File: config.mk
export PLATFORM = sky130hd
export DESIGN_NAME = tff_counter_bank
export DESIGN_NICKNAME = d
export VERILOG_FILES = /design/src/rtl/tff_counter_bank.sv
export SDC_FILE = /design/constraint.sdc
export NUM_CORES = 1
export LEC_CHECK = 0
export ABC_CLOCK_PERIOD_IN_PS = 2080
export BUFFER_PORTS_ARGS = -buffer_cell sky130_fd_sc_hd__buf_2
export CAP_MARGIN = 10
export CELL_PAD_IN_SITES_DETAIL_PLACEMENT = 1
export CELL_PAD_IN_SITES_GLOBAL_PLACEMENT = 1
export CORE_MARGIN = 2
export CORE_UTILIZATION = 29
export DETAILED_ROUTE_END_ITERATION = 10
export GPL_TIMING_DRIVEN = 0
export PLACE_DENSITY = 0.71
export REMOVE_ABC_BUFFERS = 1
export SETUP_SLACK_MARGIN = 0.15
export SLEW_MARGIN = 20
export SYNTH_ARGS = -nofsm -noshare
export SYNTH_HDL_FRONTEND = slang
export SYNTH_SLANG_ARGS = --single-unit
File: constraint.sdc
create_clock -name clk -period 2.08 [get_ports clk]
set_input_delay 0.416 -clock clk [delete_from_list [all_inputs] [get_ports clk]]
set_output_delay 0.416 -clock clk [all_outputs]
set_load 0.05 [all_outputs]
File: src/rtl/tff_counter_bank.sv
// tff_counter_bank: WIDTH-bit T flip-flop bank with toggle, up/down count and parallel load modes
module tff_counter_bank #(
   parameter int               WIDTH     = 4,
   parameter logic [WIDTH-1:0] RESET_VAL = '0,
   parameter bit               SATURATE  = 1'b0
) (
   input  logic             clk,
   input  logic             Reset,
   input  logic             en,
   input  logic [1:0]       mode,
   input  logic [WIDTH-1:0] T,
   input  logic [WIDTH-1:0] load_val,
   output logic [WIDTH-1:0] Q,
   output logic             tc,
   output logic             wrap
);
   typedef enum logic [1:0] {MODE_TOGGLE = 2'b00, MODE_UP = 2'b01, MODE_DOWN = 2'b10, MODE_LOAD = 2'b11} mode_e;
   logic [WIDTH-1:0] q_q, q_d, t_up, t_dn, t_vec;
   logic             wrap_q, wrap_d;
   assign t_up[0] = 1'b1;
   assign t_dn[0] = 1'b1;
   for (genvar i = 1; i < WIDTH; i++) begin : g_chain
      assign t_up[i] = &q_q[i-1:0];
      assign t_dn[i] = &(~q_q[i-1:0]);
   end
   always_comb begin
      tc     = (mode == MODE_UP && &q_q) || (mode == MODE_DOWN && ~|q_q);
      t_vec  = mode == MODE_TOGGLE ? T : mode == MODE_UP ? t_up : t_dn;
      q_d    = !en ? q_q : mode == MODE_LOAD ? load_val : (tc && SATURATE) ? q_q : q_q ^ t_vec;
      wrap_d = en && tc && !SATURATE;
   end
   always_ff @(posedge clk) begin
      if (!Reset) begin
         q_q    <= RESET_VAL;
         wrap_q <= 1'b0;
      end else begin
         q_q    <= q_d;
         wrap_q <= wrap_d;
      end
   end
   assign Q    = q_q;
   assign wrap = wrap_q;
endmodule

==> run_summary.xml <==
<?xml version="1.0" encoding="UTF-8"?>
<metrics>
  <group name="status">
    <metric name="outcome" unit="">finished with violations</metric>
    <metric name="failed_checks" unit="">negative setup slack</metric>
  </group>
  <group name="drt">
    <metric name="detail_route.wl_per_cell" unit="um">13.4</metric>
    <metric name="drtPass1Iterations" unit="">4</metric>
    <metric name="detail_route.vias_per_cell" unit="">5.36</metric>
    <metric name="drt_iter0_markers" unit="">4</metric>
    <metric name="wl" unit="um">1170</metric>
    <metric name="final_antenna_net_count" unit="">0</metric>
    <metric name="remaining_drc_errors" unit="">0</metric>
    <metric name="dr_total_vias" unit="">466</metric>
  </group>
  <group name="yosys">
    <metric name="synthDistinctLibCells" unit="">26</metric>
    <metric name="ys_top_cells_by_count" unit="">8 x sky130_fd_sc_hd__nand2_1, 5 x sky130_fd_sc_hd__dfxtp_1, 4 x sky130_fd_sc_hd__inv_1, 4 x sky130_fd_sc_hd__nand3_1</metric>
    <metric name="synth_xor_xnor_area_share" unit="">0</metric>
    <metric name="yosys.cell_count.top_type" unit="">sky130_fd_sc_hd__nand2_1</metric>
    <metric name="yosys.area_share.adder" unit="">0</metric>
    <metric name="synth_cells" unit="">51</metric>
    <metric name="netlist_area" unit="um^2">392</metric>
    <metric name="synth_top_cell_by_area" unit="">sky130_fd_sc_hd__dfxtp_1</metric>
    <metric name="largest_family_of_logic_cells_by_synthesized_area" unit="">compound AO/OA/AOI/OAI gates</metric>
    <metric name="asyncSetResetFlopFracSynth" unit="">0</metric>
    <metric name="post_synth.cell_area_avg" unit="um^2">7.68</metric>
    <metric name="ys_top_cells_by_area" unit="">sky130_fd_sc_hd__dfxtp_1 26%, sky130_fd_sc_hd__mux2i_1 7.7%, sky130_fd_sc_hd__nand2_1 7.7%, sky130_fd_sc_hd__o21a_1 5.8%, sky130_fd_sc_hd__nand3_1 5.1%</metric>
    <metric name="synthMuxAreaShare" unit="">0.0767</metric>
    <metric name="netlist.area_leader.share" unit="">0.256</metric>
    <metric name="synthFlopType" unit="">sky130_fd_sc_hd__dfxtp_1</metric>
    <metric name="yosysSeqAreaShare" unit="">0.256</metric>
    <metric name="synth_warnings" unit="">0</metric>
    <metric name="synth_compound_gate_area_share" unit="">0.304</metric>
    <metric name="synth-edff-count" unit="">0</metric>
    <metric name="synth.ff_latch_count" unit="">5</metric>
    <metric name="synthSimpleGateAreaFrac" unit="">0.291</metric>
  </group>
  <group name="clock_network">
    <metric name="latest_clock_arrival_within_the_worst_skew_pair" unit="ns">0.24</metric>
    <metric name="max-clock-path-buffers" unit="">2</metric>
    <metric name="cts.sink_count" unit="">5</metric>
    <metric name="cts_buffers" unit="">3</metric>
    <metric name="depth_of_the_cts_h_tree" unit="">1</metric>
    <metric name="tritoncts" unit="">yes</metric>
    <metric name="post_cts_hold_buffer_count" unit="">0</metric>
    <metric name="worst_setup_hold_path_clk_slew" unit="ns">0.04</metric>
    <metric name="clock-root-buffer" unit="">sky130_fd_sc_hd__clkbuf_4</metric>
  </group>
  <group name="timing">
    <metric name="final_min_period_over_clock_period" unit="">1.04</metric>
    <metric name="rsz_0062_raised_after_global_routing" unit="">yes</metric>
    <metric name="fin_skew" unit="ns">0.00175</metric>
    <metric name="timing.final.crit_period" unit="ns">2.16</metric>
    <metric name="hold_violations" unit="">0</metric>
    <metric name="achievable-frequency" unit="GHz">0.464</metric>
    <metric name="post-route-worst-setup-slack" unit="ns">-0.0764</metric>
    <metric name="max_slew_violation_count" unit="">0</metric>
    <metric name="setup_viol" unit="">1</metric>
    <metric name="tightestPinTransition" unit="ns">0.421</metric>
    <metric name="fin_setup_tns" unit="ns">-0.0764</metric>
    <metric name="maxSlewHeadroom" unit="">0.715</metric>
  </group>
  <group name="global_routing">
    <metric name="grt_max_degree" unit="">15</metric>
    <metric name="grt_antenna_before_repair" unit="">0</metric>
    <metric name="first_pass_grt_wire_length" unit="um">1500</metric>
    <metric name="via_count_of_the_first_global_routing_pass" unit="">336</metric>
    <metric name="gr-total-overflow" unit="">0</metric>
    <metric name="track_usage" unit="">0.140</metric>
  </group>
  <group name="power_and_ir_drop">
    <metric name="intPower" unit="uW">233</metric>
    <metric name="vdd_drop_max" unit="V">0.000391</metric>
    <metric name="power.clock.fraction" unit="">0.303</metric>
    <metric name="p_leak" unit="nW">0.281</metric>
    <metric name="register_share_of_total_power" unit="">0.315</metric>
    <metric name="switchingPower" unit="uW">136</metric>
    <metric name="power.density_cell_area" unit="mW/mm^2">655</metric>
    <metric name="p_sw_frac" unit="">0.368</metric>
    <metric name="power_frac_comb" unit="">0.381</metric>
  </group>
  <group name="floorplanning">
    <metric name="floorplan.die_area" unit="mm^2">0.00166</metric>
    <metric name="design.portCount" unit="">19</metric>
    <metric name="core.rowCount" unit="">13</metric>
    <metric name="die_w" unit="um">40.8</metric>
    <metric name="start_util" unit="">0.305</metric>
    <metric name="chipHeight" unit="um">40.8</metric>
    <metric name="core_area" unit="mm^2">0.00128</metric>
  </group>
  <group name="placement">
    <metric name="postPlaceCellArea" unit="um^2">487</metric>
    <metric name="place_ws" unit="ns">-0.170</metric>
    <metric name="dpl.hpwl" unit="um">795</metric>
    <metric name="placement.io_buffers" unit="">18</metric>
    <metric name="gp_congestion" unit="">0.695</metric>
    <metric name="count_of_placed_standard_cells_including_taps" unit="">81</metric>
  </group>
  <group name="critical_path">
    <metric name="delay_of_the_slowest_cell_on_the_worst_path" unit="ns">0.52</metric>
    <metric name="crit_slowest_cell" unit="">sky130_fd_sc_hd__or4b_4</metric>
    <metric name="cp_cell_sequence" unit="">or4b_4 &gt; or3_4 &gt; o41ai_4 &gt; buf_6</metric>
    <metric name="worstPathArrival" unit="ns">1.74</metric>
    <metric name="cpLargestDelayFamily" unit="">simple AND/OR/NAND/NOR gates</metric>
    <metric name="timing_worst_setup_path_type" unit="">flip-flop to output pin</metric>
    <metric name="worstRegToRegCells" unit="">4</metric>
    <metric name="cp.buffers_inverters" unit="">1</metric>
    <metric name="timing.critical_path.from_type" unit="">flip-flop</metric>
    <metric name="logic_depth_of_the_worst_setup_path_including_buffers" unit="">4</metric>
    <metric name="cp_data_required_time" unit="ns">1.66</metric>
    <metric name="endpoint_kind" unit="">output pin</metric>
    <metric name="path_max_fanout" unit="">7</metric>
  </group>
  <group name="hold_path">
    <metric name="worstHoldPathType" unit="">primary input to flip-flop</metric>
    <metric name="worst_hold_path_depth" unit="">2</metric>
  </group>
  <group name="layout">
    <metric name="antenna_cells" unit="">0</metric>
    <metric name="multi_input_combinational_cell_area" unit="um^2">283</metric>
    <metric name="stdcell_count" unit="">87</metric>
    <metric name="flow.area_growth_from_synthesis" unit="%">43.8</metric>
    <metric name="nFillCells" unit="">160</metric>
    <metric name="drive_above_1_share" unit="">0.444</metric>
    <metric name="finish.net_count" unit="">86</metric>
    <metric name="finish.instance_area" unit="um^2">563</metric>
    <metric name="layout.area.seq" unit="um^2">106</metric>
  </group>
  <group name="run">
    <metric name="maxCapViolations" unit="">0</metric>
  </group>
</metrics>
-- worst reg2reg max path, delay by kind of cell (launching register included) --
family,cells,cell delay [ns]
AND/OR/NAND/NOR,3,1.06
flip-flops,1,0.36
AO/OA/AOI/OAI,1,0.07
-- sequential cells by signal, summed over array words and instances (netlist names) --
signal / cells
Q: 4
wrap: 1
-- power by group through the flow --
stage	sequential, mW	clock [mW]	combinational (mW)
after floorplan	0.145	0	0.0552
after global placement	0.117	0	0.121
after detailed placement	0.117	0	0.123
after CTS	0.116	0.119	0.125
after global routing	0.118	0.123	0.151
final	0.116	0.112	0.141
-- area by class of cell --
cell class                 count  share of cell area
clock buffer                   4              0.0467
timing repair buffer          20               0.202
inverter                       4              0.0267
multi-input combinational     39               0.502
sequential                     5               0.189
tap                           15              0.0333
-- layout by cell type (no fill, tap or decap) --
cell type / Yosys / routed
sky130_fd_sc_hd__buf_2: 1 / 16
sky130_fd_sc_hd__and3_1: 1 / 1
sky130_fd_sc_hd__dfxtp_2: 0 / 2
sky130_fd_sc_hd__mux2i_1: 3 / 3
sky130_fd_sc_hd__dfxtp_4: 0 / 1
sky130_fd_sc_hd__a221o_1: 1 / 1
sky130_fd_sc_hd__and3b_2: 1 / 1
sky130_fd_sc_hd__nor2_1: 3 / 3
sky130_fd_sc_hd__or3b_2: 1 / 1
sky130_fd_sc_hd__dfxtp_1: 5 / 2
sky130_fd_sc_hd__o21ai_0: 1 / 1
sky130_fd_sc_hd__nand3_1: 4 / 4
sky130_fd_sc_hd__clkbuf_1: 1 / 1
sky130_fd_sc_hd__a221oi_1: 1 / 1
sky130_fd_sc_hd__or3_4: 0 / 1
sky130_fd_sc_hd__o21a_1: 3 / 3
sky130_fd_sc_hd__o31a_1: 1 / 1
sky130_fd_sc_hd__clkbuf_4: 0 / 4
sky130_fd_sc_hd__and4b_2: 1 / 1
sky130_fd_sc_hd__inv_1: 4 / 4
sky130_fd_sc_hd__or4b_4: 0 / 1
sky130_fd_sc_hd__nand2_1: 8 / 8
sky130_fd_sc_hd__buf_4: 0 / 2
sky130_fd_sc_hd__a21oi_1: 1 / 1
sky130_fd_sc_hd__o22ai_1: 3 / 3
sky130_fd_sc_hd__o211ai_1: 1 / 1
sky130_fd_sc_hd__buf_6: 0 / 1
sky130_fd_sc_hd__o41ai_4: 0 / 1
sky130_fd_sc_hd__o311ai_0: 1 / 1
sky130_fd_sc_hd__o31ai_1: 1 / 1
-- metal layers --
layer  track usage  routed length, um
met1         0.203                515
met2         0.187                603
met3        0.0326                 41
met4        0.0750                  5
met5             0                  0
-- path summary, 6_finish.rpt --
kind                      from           endpoint  slack (ns)
min                      Reset  Q[2]$_SDFFE_PN0P_        0.45
max reg2reg  Q[0]$_SDFFE_PN0P_    wrap$_SDFF_PN0_        0.54
max          Q[0]$_SDFFE_PN0P_                 tc       -0.08
min reg2reg  Q[0]$_SDFFE_PN0P_  Q[0]$_SDFFE_PN0P_        0.60
-- stage by stage --
| step | utilization | hold WS [ns] | power [mW] |
|---|---|---|---|
| 2_1_floorplan | - | 0.505 | 0.200 |
| 3_3_place_gp | 0.379 | 0.640 | 0.238 |
| 3_5_place_dp | 0.379 | 0.653 | 0.241 |
| 4_1_cts | 0.402 | 0.447 | 0.360 |
| 5_1_grt | 0.438 | 0.446 | 0.392 |
| 6_report | 0.438 | 0.451 | 0.369 |
-- timing repair --
item	4_1_cts	5_1_grt
resized for setup	2	8
buffers inserted	0	2
setup endpoints to repair	1	1
pin swaps	0	0
-- cells by family (layout without fill, tap and decap cells) --
logic type,Yosys count,in the layout
AND/OR/NAND/NOR,21,21
flip-flops,5,5
AO/OA/AOI/OAI,15,15
multiplexers,3,3
buffers and inverters,7,28
Note: power is estimated with default switching activity, not from simulation.
